===== src/rtl/simon_seq_player.sv =====
// Simon-style sequence player: stores random 2-bit colours drawn from a free-running
// LFSR and plays them back as timed lit/dark steps on the colour/enable outputs.
module simon_seq_player #(
  parameter int unsigned MS_CYCLES = 50000,
  parameter int unsigned ON_MS     = 400,
  parameter int unsigned OFF_MS    = 200,
  parameter int unsigned MAX_LEN   = 16
) (
  input  logic       clk,
  input  logic       rst_n,
  input  logic       start,
  input  logic       append,
  input  logic       clear,
  output logic [1:0] color,
  output logic       enable,
  output logic       busy,
  output logic       done,
  output logic [4:0] seq_len,
  output logic       full
);

  localparam int unsigned IDXW = (MAX_LEN > 1) ? $clog2(MAX_LEN) : 1;
  localparam int unsigned TW   = 32;
  localparam logic [TW-1:0] ON_LAST  = TW'(ON_MS * MS_CYCLES - 1);
  localparam logic [TW-1:0] OFF_LAST = TW'(OFF_MS * MS_CYCLES - 1);
  localparam logic [4:0]    LEN_MAX  = 5'(MAX_LEN);

  localparam logic [1:0] S_IDLE = 2'd0;
  localparam logic [1:0] S_ON   = 2'd1;
  localparam logic [1:0] S_OFF  = 2'd2;
  localparam logic [1:0] S_DONE = 2'd3;

  logic [1:0]      r_state;
  logic [TW-1:0]   r_timer;
  logic [IDXW-1:0] r_idx;
  logic [4:0]      r_seq_len;
  logic [15:0]     r_lfsr;
  logic [1:0]      r_mem [MAX_LEN];
  logic [1:0]      r_color;
  logic            r_enable;
  logic            r_busy;
  logic            r_done;
  logic            r_full;

  logic [1:0]      w_state_nxt;
  logic [TW-1:0]   w_timer_nxt;
  logic [IDXW-1:0] w_idx_nxt;
  logic [4:0]      w_seq_len_nxt;
  logic            w_wr_en;
  logic            w_fb;
  logic [1:0]      w_color_nxt;
  logic            w_enable_nxt;
  logic            w_busy_nxt;
  logic            w_done_nxt;
  logic            w_full_nxt;

  // Fibonacci taps 16,14,13,11 in right-shift form
  assign w_fb = r_lfsr[0] ^ r_lfsr[2] ^ r_lfsr[3] ^ r_lfsr[5];

  // Next-state, counters and registered-output values
  always_comb begin
    w_state_nxt   = r_state;
    w_timer_nxt   = r_timer + TW'(1);
    w_idx_nxt     = r_idx;
    w_seq_len_nxt = r_seq_len;
    w_wr_en       = 1'b0;
    case (r_state)
      S_IDLE: begin
        w_timer_nxt = '0;
        if (clear) begin
          w_seq_len_nxt = '0;
        end else if (start) begin
          w_idx_nxt   = '0;
          w_state_nxt = (r_seq_len != 5'd0) ? S_ON : S_DONE;
        end else if (append && !r_full) begin
          w_wr_en       = 1'b1;
          w_seq_len_nxt = r_seq_len + 5'd1;
        end
      end
      S_ON: begin
        if (r_timer == ON_LAST) begin
          w_timer_nxt = '0;
          w_state_nxt = S_OFF;
        end
      end
      S_OFF: begin
        if (r_timer == OFF_LAST) begin
          w_timer_nxt = '0;
          if ((5'(r_idx) + 5'd1) < r_seq_len) begin
            w_idx_nxt   = r_idx + IDXW'(1);
            w_state_nxt = S_ON;
          end else begin
            w_state_nxt = S_DONE;
          end
        end
      end
      default: begin
        w_timer_nxt = '0;
        w_state_nxt = S_IDLE;
      end
    endcase

    w_enable_nxt = (w_state_nxt == S_ON);
    w_color_nxt  = w_enable_nxt ? r_mem[w_idx_nxt] : 2'b00;
    w_busy_nxt   = (w_state_nxt == S_ON) || (w_state_nxt == S_OFF);
    w_done_nxt   = (w_state_nxt == S_DONE);
    w_full_nxt   = (w_seq_len_nxt == LEN_MAX);
  end

  always_ff @(posedge clk) begin
    if (!rst_n) begin
      r_state   <= S_IDLE;
      r_timer   <= '0;
      r_idx     <= '0;
      r_seq_len <= '0;
      r_lfsr    <= 16'hACE1;
      r_color   <= 2'b00;
      r_enable  <= 1'b0;
      r_busy    <= 1'b0;
      r_done    <= 1'b0;
      r_full    <= 1'b0;
    end else begin
      r_state   <= w_state_nxt;
      r_timer   <= w_timer_nxt;
      r_idx     <= w_idx_nxt;
      r_seq_len <= w_seq_len_nxt;
      r_lfsr    <= {w_fb, r_lfsr[15:1]};
      r_color   <= w_color_nxt;
      r_enable  <= w_enable_nxt;
      r_busy    <= w_busy_nxt;
      r_done    <= w_done_nxt;
      r_full    <= w_full_nxt;
    end
  end

  // Sequence memory holds no reset; contents beyond seq_len are don't-care
  always_ff @(posedge clk) begin
    if (rst_n && w_wr_en) begin
      r_mem[r_seq_len[IDXW-1:0]] <= r_lfsr[1:0];
    end
  end

  assign color   = r_color;
  assign enable  = r_enable;
  assign busy    = r_busy;
  assign done    = r_done;
  assign seq_len = r_seq_len;
  assign full    = r_full;

endmodule


===== config.mk =====
export PLATFORM = sky130hd
export DESIGN_NAME = simon_seq_player
export DESIGN_NICKNAME = d
export VERILOG_FILES = /design/src/rtl/simon_seq_player.sv
export SDC_FILE = /design/constraint.sdc
export NUM_CORES = 1
export LEC_CHECK = 0
export BUFFER_PORTS_ARGS = -buffer_cell sky130_fd_sc_hd__buf_4
export CORE_AREA = 2 2 109 111
export CTS_CLUSTER_DIAMETER = 60
export DETAILED_ROUTE_END_ITERATION = 12
export DIE_AREA = 0 0 111 113
export PLACE_DENSITY = 0.59
export REMOVE_ABC_BUFFERS = 1
export SYNTH_ARGS = -nofsm -noshare
export SYNTH_HDL_FRONTEND = slang
export SYNTH_SLANG_ARGS = --single-unit
export TNS_END_PERCENT = 50

===== constraint.sdc =====
create_clock -name clk -period 3.25 [get_ports clk]
set_input_delay 0.325 -clock clk [delete_from_list [all_inputs] [get_ports clk]]
set_output_delay 0.325 -clock clk [all_outputs]
set_load 0.03 [all_outputs]

==> results of run 1 <==
-- path summary, 6_finish.rpt --
kind	slack [ns]	depth (start not counted)	end
setup reg to reg	0.13	12	color[0]
hold reg to reg	0.41	1	r_lfsr[13]
hold / removal	0.29	2	r_lfsr[15]
setup / recovery	0.13	12	color[0]
-- sequential cells by signal, indices dropped and copies added (netlist names) --
register / count
color: 2
r_timer: 32
busy: 1
seq_len: 5
r_lfsr: 16
enable: 1
done: 1
r_mem: 32
full: 1
r_idx: 4
r_state: 2
-- per-stage QoR --
step | instance area [um2] | setup TNS, ns
floorplan | 4400 | 0
global placement | 4780 | 0
detailed placement | 4780 | 0
CTS | 5110 | 0
global route | 5120 | -0.0364
finish | 5120 | 0
-- worst max-delay path: cells and delay by family (launching register included) --
| kind | cells | cell delay (ns) |
|---|---|---|
| AOI/OAI and AO/OA | 6 | 1.31 |
| adders and majority gates | 2 | 0.56 |
| DFF | 1 | 0.38 |
| muxes | 1 | 0.37 |
| and+or+nand+nor | 2 | 0.23 |
| buffers and inverters | 1 | 0.20 |
-- cells by family (layout without fill, tap and decap cells) --
family          after synthesis  after routing
fa+ha+maj                    16             16
flops                        97             97
buf+inv                      24             52
simple gates                218            218
mux                          18             18
xor+xnor                     37             37
compound gates               32             32
-- area by class of cell --
class                   count  share of cell area (%)
clock inverters             6                    1.49
flip-flops and latches     97                    44.2
well taps                 143                    3.49
clock buffers              10                    4.67
repair buffers             26                    4.05
inverters                  10                   0.733
multi-input cells         321                    41.4
-- Yosys cell counts (3+ instances only) --
| master | number |
|---|---|
| ha_1 | 16 |
| nor4_1 | 3 |
| nor4b_1 | 3 |
| nor3_1 | 8 |
| clkbuf_1 | 9 |
| nand4_1 | 13 |
| and3_1 | 4 |
| nand2b_1 | 9 |
| dfxtp_1 | 65 |
| and3b_1 | 3 |
| o21ai_0 | 5 |
| xor2_1 | 22 |
| a21oi_1 | 8 |
| mux2i_1 | 16 |
| and4_1 | 5 |
| nand3b_1 | 3 |
| nand2_1 | 44 |
| inv_1 | 10 |
| nand3_1 | 16 |
| xnor2_1 | 15 |
| nor2b_1 | 9 |
| and2_1 | 16 |
| edfxtp_1 | 32 |
| nor2_1 | 66 |
-- where the power goes --
| part | switching [mW] | leakage, nW | total (mW) | internal [mW] |
|---|---|---|---|---|
| logic | 0.0753 | 0.900 | 0.125 | 0.0495 |
| registers | 0.0156 | 0.826 | 1.29 | 1.27 |
| clock network | 0.481 | 0.156 | 1.12 | 0.634 |
| total | 0.572 | 1.88 | 2.53 | 1.96 |
-- routing by layer --
| layer | track usage [%] | vias up | wire, um | share of wire (%) |
|---|---|---|---|---|
| li1 | - | 1580 | - | - |
| met1 | 20.2 | 1480 | 4420 | 50 |
| met4 | 5.42 | 0 | 126 | 1.4 |
| met3 | 3.27 | 11 | 310 | 3.5 |
| met5 | 0 | - | 0 | 0 |
| met2 | 22.7 | 51 | 3910 | 45 |
-- what timing repair did --
action	CTS	global route
resized for setup	1	5
setup buffers	0	1
hold buffers	0	0
pin swaps	0	1
endpoints found under the setup margin	1	1
==> results_dict.tcl, run 1 <==
set metrics [dict create \
    totalWireLength_um 8770 \
    regToRegStartpoint "r_idx[0]" \
    fin_crit_sh_pct 96.1 \
    start_util_pct 39.6 \
    drv_slew 0 \
    synth-edff-count 32 \
    fin_crit_ns 3.12 \
    antenna_found_initial 0 \
    synth_cell_type_count 56 \
    nFillCells 1071 \
    final_cell_mix "nor2_1, dfxtp_1, nand2_1" \
    fin_hold_ws_ns 0.286 \
    cp.arrival_ns 3.40 \
    p_leak_nw 1.88 \
    clk_path_buf_depth 2 \
    cp-end-kind "flop" \
    netlist_area_mm2 0.00447 \
    chipHeight_um 113 \
    synth_seq_cells 97 \
    final_core_util_pct 45.4 \
    insertion_delay_ns 0.35 \
    start_kind "flop" \
    slowest_stage "dfxtp_2" \
    hold_path.startpoint "rst_n" \
    synth_top_area_share_pct 29.1 \
    drive_gt1_share_pct 12.8 \
    dr.pass1.iters 4 \
    tightest_slew_ns 0.620 \
    finalHoldViolCount 0 \
    remaining_drc_errors 0 \
    total_power_mw 2.53 \
    grt_pass1_vias 3043 \
    setup_ws_ns 0.128 \
    placedCellCount 596 \
    dieArea_mm2 0.0125 \
    place_worst_setup_slack_ns 0.0640 \
    async_flop_share_pct 0 \
    vdd_drop_max_v 0.000285 \
    coreArea_mm2 0.0113 \
    fin_skew_ns 0.0110 \
    rows 39 \
    final_nets 486 \
    worstHoldPathType "input port to flop" \
    cts_sinks 97 \
    synth_area_leaders "dfxtp_1, edfxtp_1, nor2_1, ha_1, xor2_1" \
    io_buffers 15 \
    multiInputGateArea_mm2 0.00212 \
    diodes 0 \
    yosys.area_share.simple_pct 25.8 \
    slowest_delay_ns 0.38 \
    ys.flop_type "dfxtp_1" \
    synth.area.mux_share_pct 4.09 \
    dp_hpwl_um 6280 \
    crit_path_cell_trace "ha_2 -> ha_1 -> o21ai_0 -> o21ai_2 -> a2111oi_4 -> mux2_2 -> a221oi_1 -> buf_4 -> nor2b_1 -> a22oi_1 -> nand4_1 -> a21boi_1" \
    cp-startpoint "r_idx[0]" \
    critPathMaxFanout 8 \
    grt_max_degree 32 \
    final_antenna_net_count 0 \
    fmax_mhz 320 \
    post_synth_fa_ha_maj_area_fraction_pct 4.48 \
    layout_commonest_cell "nor2_1" \
    routed_via_density 5.09 \
    fin_cells 613 \
    pin_count 16 \
    synth_top_area_cell "dfxtp_1" \
    yosysWarnings 0 \
    synth_xor_xnor_area_share_pct 7.25 \
    clkSlewWorstSetupHoldPaths_ns 0.07 \
    setup_viol 0 \
    slew_headroom_pct 58.3 \
    drt_iter0_drc 171 \
    grt_pass1_wl_um 14700 \
    worstSetupPathType "flop to flop" \
    seq_area_mm2 0.00226 \
    die_w_um 111 \
    syn_inst 442 \
    root_buffer "clkbuf_16" \
    avgRoutedWirePerCell_um 14.3 \
    vias 3122 \
    p_per_area_mw_per_mm2 494 \
    max_cap_violations 0 \
    htree_levels 3 \
    cts_tree "done" \
    synth_top_family_by_area "simple AND/OR/NAND/NOR gates" \
    track_usage_pct 14.6 \
    area_growth_syn_to_layout_pct 14.6 \
    gp_congestion 0.842 \
    cts_buffers 9 \
    synth.avg_cell_area_um2 10.1 \
    outcome "completed" \
    grt_overflow 0 \
    synth-compound-area-share_pct 5.35 \
    yosysSeqAreaShare_pct 50.6 \
    cp.required_ns 3.52 \
]
Note: power is estimated with default switching activity, not from simulation.
==> run 2: changes to the inputs <==
- CELL_PAD_IN_SITES_DETAIL_PLACEMENT: default -> 1
- CELL_PAD_IN_SITES_GLOBAL_PLACEMENT: default -> 1
- PLACE_DENSITY: 0.59 -> 0.71
==> results_dict.tcl, run 2 (same netlist as run 1, synthesis figures left out) <==
set metrics [dict create \
    tns_ns 0 \
    outcome "completed" \
    min_path_cells 2 \
    track_usage_pct 16.7 \
    fin_crit_sh_pct 93.7 \
    remaining_drc_errors 0 \
    worstHoldPathType "input port to flop" \
    coreArea_mm2 0.0113 \
    slowest_delay_ns 0.43 \
    area_growth_syn_to_layout_pct 14.8 \
    p_per_area_mw_per_mm2 494 \
    drv_slew 0 \
    cts_sinks 97 \
    rsz0062_at_grt "false" \
    dr.pass1.iters 4 \
    vias 3155 \
    placedCellCount 594 \
    total_power_mw 2.53 \
    holdPathEnd "r_lfsr[15]" \
    root_buffer "clkbuf_16" \
    cts_tree "done" \
    io_buffers 15 \
    final_antenna_net_count 0 \
    clkSlewWorstSetupHoldPaths_ns 0.07 \
    final_core_util_pct 45.5 \
    pin_count 16 \
    clk_path_buf_depth 2 \
    insertion_delay_ns 0.35 \
    start_util_pct 39.6 \
    dp_hpwl_um 7150 \
    slew_headroom_pct 53.3 \
    fin_skew_ns 0.00704 \
    drt_iter0_drc 154 \
    regToRegStartpoint "r_idx[0]" \
    cts_buffers 9 \
    totalWireLength_um 9930 \
    start_kind "flop" \
    setup_viol 0 \
    p_leak_nw 1.87 \
    finalHoldViolCount 0 \
    r2r-end "color[0]" \
    r2r_setup_slack_ns 0.20 \
    cp-end-kind "flop" \
    critPathMaxFanout 7 \
    die_w_um 111 \
    drive_gt1_share_pct 13.2 \
    diodes 0 \
    max_cap_violations 0 \
    grt_pass1_wl_um 16500 \
    layout_commonest_cell "nor2_1" \
    cp.required_ns 3.54 \
    routed_via_density 5.16 \
    place_worst_setup_slack_ns 0.0367 \
    avgRoutedWirePerCell_um 16.2 \
    crit_path_cell_trace "ha_2 -> ha_1 -> o21ai_0 -> o21ai_2 -> a2111oi_4 -> mux2_2 -> a221oi_2 -> buf_4 -> nor2b_1 -> a22oi_1 -> nand4_1 -> a21boi_2" \
    fmax_mhz 328 \
    chipHeight_um 113 \
    path_buf_inv 1 \
    grt_pass1_vias 3350 \
    fin_crit_ns 3.05 \
    cp_top_family "compound AO/OA/AOI/OAI gates" \
    hold_path.startpoint "rst_n" \
    slowest_stage "a2111oi_4" \
    antenna_found_initial 0 \
    cp.arrival_ns 3.34 \
    fin_cells 612 \
    worstSetupPathType "flop to flop" \
    tightest_slew_ns 0.694 \
    final_cell_mix "nor2_1, dfxtp_1, nand2_1" \
    gp_congestion 0.763 \
    vdd_drop_max_v 0.000318 \
    grt_overflow 0 \
    grt_max_degree 32 \
    htree_levels 3 \
    rr_worst_depth 12 \
    final_nets 485 \
    dieArea_mm2 0.0125 \
    rows 39 \
    setup_ws_ns 0.205 \
]
==> run 2: cell count changes in the layout (fill, tap and decap cells not counted), sizes merged <==
cell	change
buf	-1
clkinv	+3
clkinvlp	+1
inv	-4
==> run 2: how the worst max path moves through the flow <==
stage,start,to,slack [ns],depth (start not counted)
floorplan,seq_len[3],color[0],0.02,10
global placement,r_idx[0],color[0],0.26,12
detailed placement,r_idx[0],color[0],0.04,13
CTS,r_idx[0],color[0],0.02,13
global route,r_idx[0],color[0],0.005,13
finish,r_idx[0],color[0],0.20,12
==> run 2: timing repair <==
| item | in CTS | in global routing |
|---|---|---|
| hold buffers | 0 | 0 |
| endpoints found under the setup margin | 0 | 2 |
| resized for setup | 0 | 11 |
| buffers inserted | 0 | 2 |
==> run 2: where the power goes <==
group / switching (mW) / total (mW) / internal [mW]
Combinational: 0.0812 / 0.133 / 0.0521
Sequential: 0.0161 / 1.29 / 1.27
Clock: 0.470 / 1.11 / 0.643
Total: 0.567 / 2.53 / 1.97
==> run 2: per-stage QoR <==
step                      area, um2  hold WS [ns]
after floorplan                4400         0.386
after global placement         4760         0.391
after detailed placement       4760         0.393
after CTS                      5080         0.275
after global routing           5130         0.305
final                          5130         0.281
==> run 2: routing by layer <==
metal	track usage (%)	part of all wire, %
met5	0	0
met4	8.58	2.7
met3	3.75	2.3
met2	30.0	52
met1	18.7	43
==> run 2: area by class of cell <==
| type | count | area (um2) |
|---|---|---|
| fillers | 1259 | 6140 |
| flip-flops and latches | 97 | 2270 |
| multi-input cells | 321 | 2130 |
| clock buffers | 10 | 250 |
| repair buffers | 25 | 200 |
| well taps | 143 | 179 |
| clock inverters | 6 | 63.8 |
| inverters | 10 | 37.5 |
==> run 3: changes to the inputs <==
- CORE_AREA: 2 2 109 111 -> 2 2 104 106
- DIE_AREA: 0 0 111 113 -> 0 0 106 108
- PLACE_DENSITY: 0.71 -> 0.76
==> results_dict.tcl, run 3 (same netlist as run 1, synthesis figures left out) <==
set metrics [dict create \
    final_cell_mix "nor2_1, dfxtp_1, nand2_1" \
    fin_crit_ns 3.09 \
    cts_tree "done" \
    dp_hpwl_um 7340 \
    totalWireLength_um 9940 \
    path_buf_inv 2 \
    root_buffer "clkbuf_8" \
    max_cap_violations 0 \
    cts_hold_buf 0 \
    slew_headroom_pct 58.1 \
    gp_congestion 0.819 \
    finalHoldViolCount 0 \
    total_power_mw 2.19 \
    grt_pass1_wl_um 16600 \
    vdd_drop_max_v 0.000172 \
    fmax_mhz 323 \
    area_growth_syn_to_layout_pct 11.9 \
    p_leak_nw 1.82 \
    vias 3254 \
    clk_path_buf_depth 2 \
    grt_pass1_vias 3388 \
    cp.arrival_ns 3.35 \
    pin_count 16 \
    antenna_found_initial 0 \
    rows 37 \
    path_depth 14 \
    setup_viol 0 \
    clkSlewWorstSetupHoldPaths_ns 0.09 \
    diodes 0 \
    slowest_stage "a2111oi_4" \
    insertion_delay_ns 0.36 \
    nFillCells 1144 \
    p_clk_share_pct 35.3 \
    placedCellCount 587 \
    chipHeight_um 108 \
    holdPathEnd "r_lfsr[7]" \
    fin_skew_ns 0.0104 \
    worstSetupPathType "flop to flop" \
    p_sw_share_pct 22.4 \
    die_w_um 106 \
    cp_top_family "compound AO/OA/AOI/OAI gates" \
    min_path_cells 2 \
    io_buffers 15 \
    p_sw_uw 490 \
    grt_max_degree 32 \
    r2r_setup_slack_ns 0.16 \
    hold_path.startpoint "rst_n" \
    crit_path_cell_trace "ha_2 -> xor2_1 -> ha_1 -> o21ai_1 -> o21ai_2 -> a2111oi_4 -> mux2_2 -> a221oi_2 -> buf_4 -> buf_4 -> and2_1 -> nand2_1 -> nand4_1 -> a21boi_0" \
    routed_via_density 5.37 \
    critPathMaxFanout 6 \
    p_int_mw 1.70 \
    cts_buffers 9 \
    r2r-end "color[0]" \
    fin_cells 606 \
    cp-end-kind "flop" \
    layout_commonest_cell "nor2_1" \
    dieArea_mm2 0.0114 \
    avgRoutedWirePerCell_um 16.4 \
    drt_iter0_drc 123 \
    rr_worst_depth 14 \
    drv_slew 0 \
    start_kind "flop" \
    fin_hold_ws_ns 0.267 \
    final_antenna_net_count 0 \
    start_util_pct 43.7 \
    regToRegStartpoint "r_idx[0]" \
    worstHoldPathType "input port to flop" \
    cpMostUsedCell "buf_4" \
    outcome "completed" \
    grt_overflow 0 \
    cp.required_ns 3.50 \
    fin_crit_sh_pct 95.2 \
    tightest_slew_ns 0.624 \
    coreArea_mm2 0.0102 \
    cts_sinks 97 \
    htree_levels 3 \
    dr.pass1.iters 4 \
    p_per_area_mw_per_mm2 437 \
    final_nets 486 \
    final_core_util_pct 48.9 \
    cp-startpoint "r_idx[0]" \
    remaining_drc_errors 0 \
    pwr-share-seq_pct 58.9 \
    track_usage_pct 18.8 \
    slowest_delay_ns 0.43 \
    pwr-share-comb_pct 5.8 \
    drive_gt1_share_pct 12.3 \
]
==> run 3: cell count changes in the layout (fill, tap and decap cells not counted), moves of 2 or more <==
cell       delta
clkbuf_16    -10
dfxtp_1       +2
clkbuf_8     +10
clkbuf_1      +3
==> run 3: area by class of cell <==
type | count | area, um2 | area share, %
clock buffer | 13 | 149 | 2.98
sequential | 97 | 2260 | 45.3
clock inverter | 3 | 41.3 | 0.826
timing repair buffer | 26 | 208 | 4.15
multi-input combinational | 321 | 2130 | 42.6
tap | 136 | 170 | 3.40
inverter | 10 | 37.5 | 0.751
==> run 3: layer usage <==
metal,vias to the layer above,track usage [%],share of wire [%]
met5,-,0,0
met2,47,33.8,50
met3,31,2.95,2.1
li1,1578,-,-
met4,0,11.3,4.4
met1,1598,21.1,43
==> run 3: worst max path at each step <==
stage                     endpoint  slack, ns
after floorplan           color[0]       0.02
after global placement    color[0]       0.23
after detailed placement  color[0]       0.03
after CTS                 color[0]       0.02
after global routing      color[0]      -0.02
final                     color[0]       0.16
==> run 3: timing repair <==
item | CTS | global route
pin swaps | 0 | 1
setup endpoints to repair | 1 | 2
resized for setup | 1 | 7
cloned | 0 | 0
setup buffers | 0 | 3
==> run 3: power groups by stage <==
stage                     logic [mW]  registers (mW)  clock network, mW
after floorplan               0.0697            1.33                  0
after global placement         0.125            1.32                  0
after detailed placement       0.129            1.32                  0
after CTS                      0.130            1.29              0.792
after global routing           0.143            1.29              0.845
final                          0.127            1.29              0.772
==> run 3: per-stage QoR <==
stage / TNS, ns / instance area, um2 / setup WS, ns
4_1_cts: 0 / 4960 / 0.0192
6_report: 0 / 5000 / 0.156
3_5_place_dp: 0 / 4750 / 0.0253
3_3_place_gp: 0 / 4750 / 0.231
5_1_grt: -0.0167 / 5000 / -0.0167
2_1_floorplan: 0 / 4400 / 0.0167
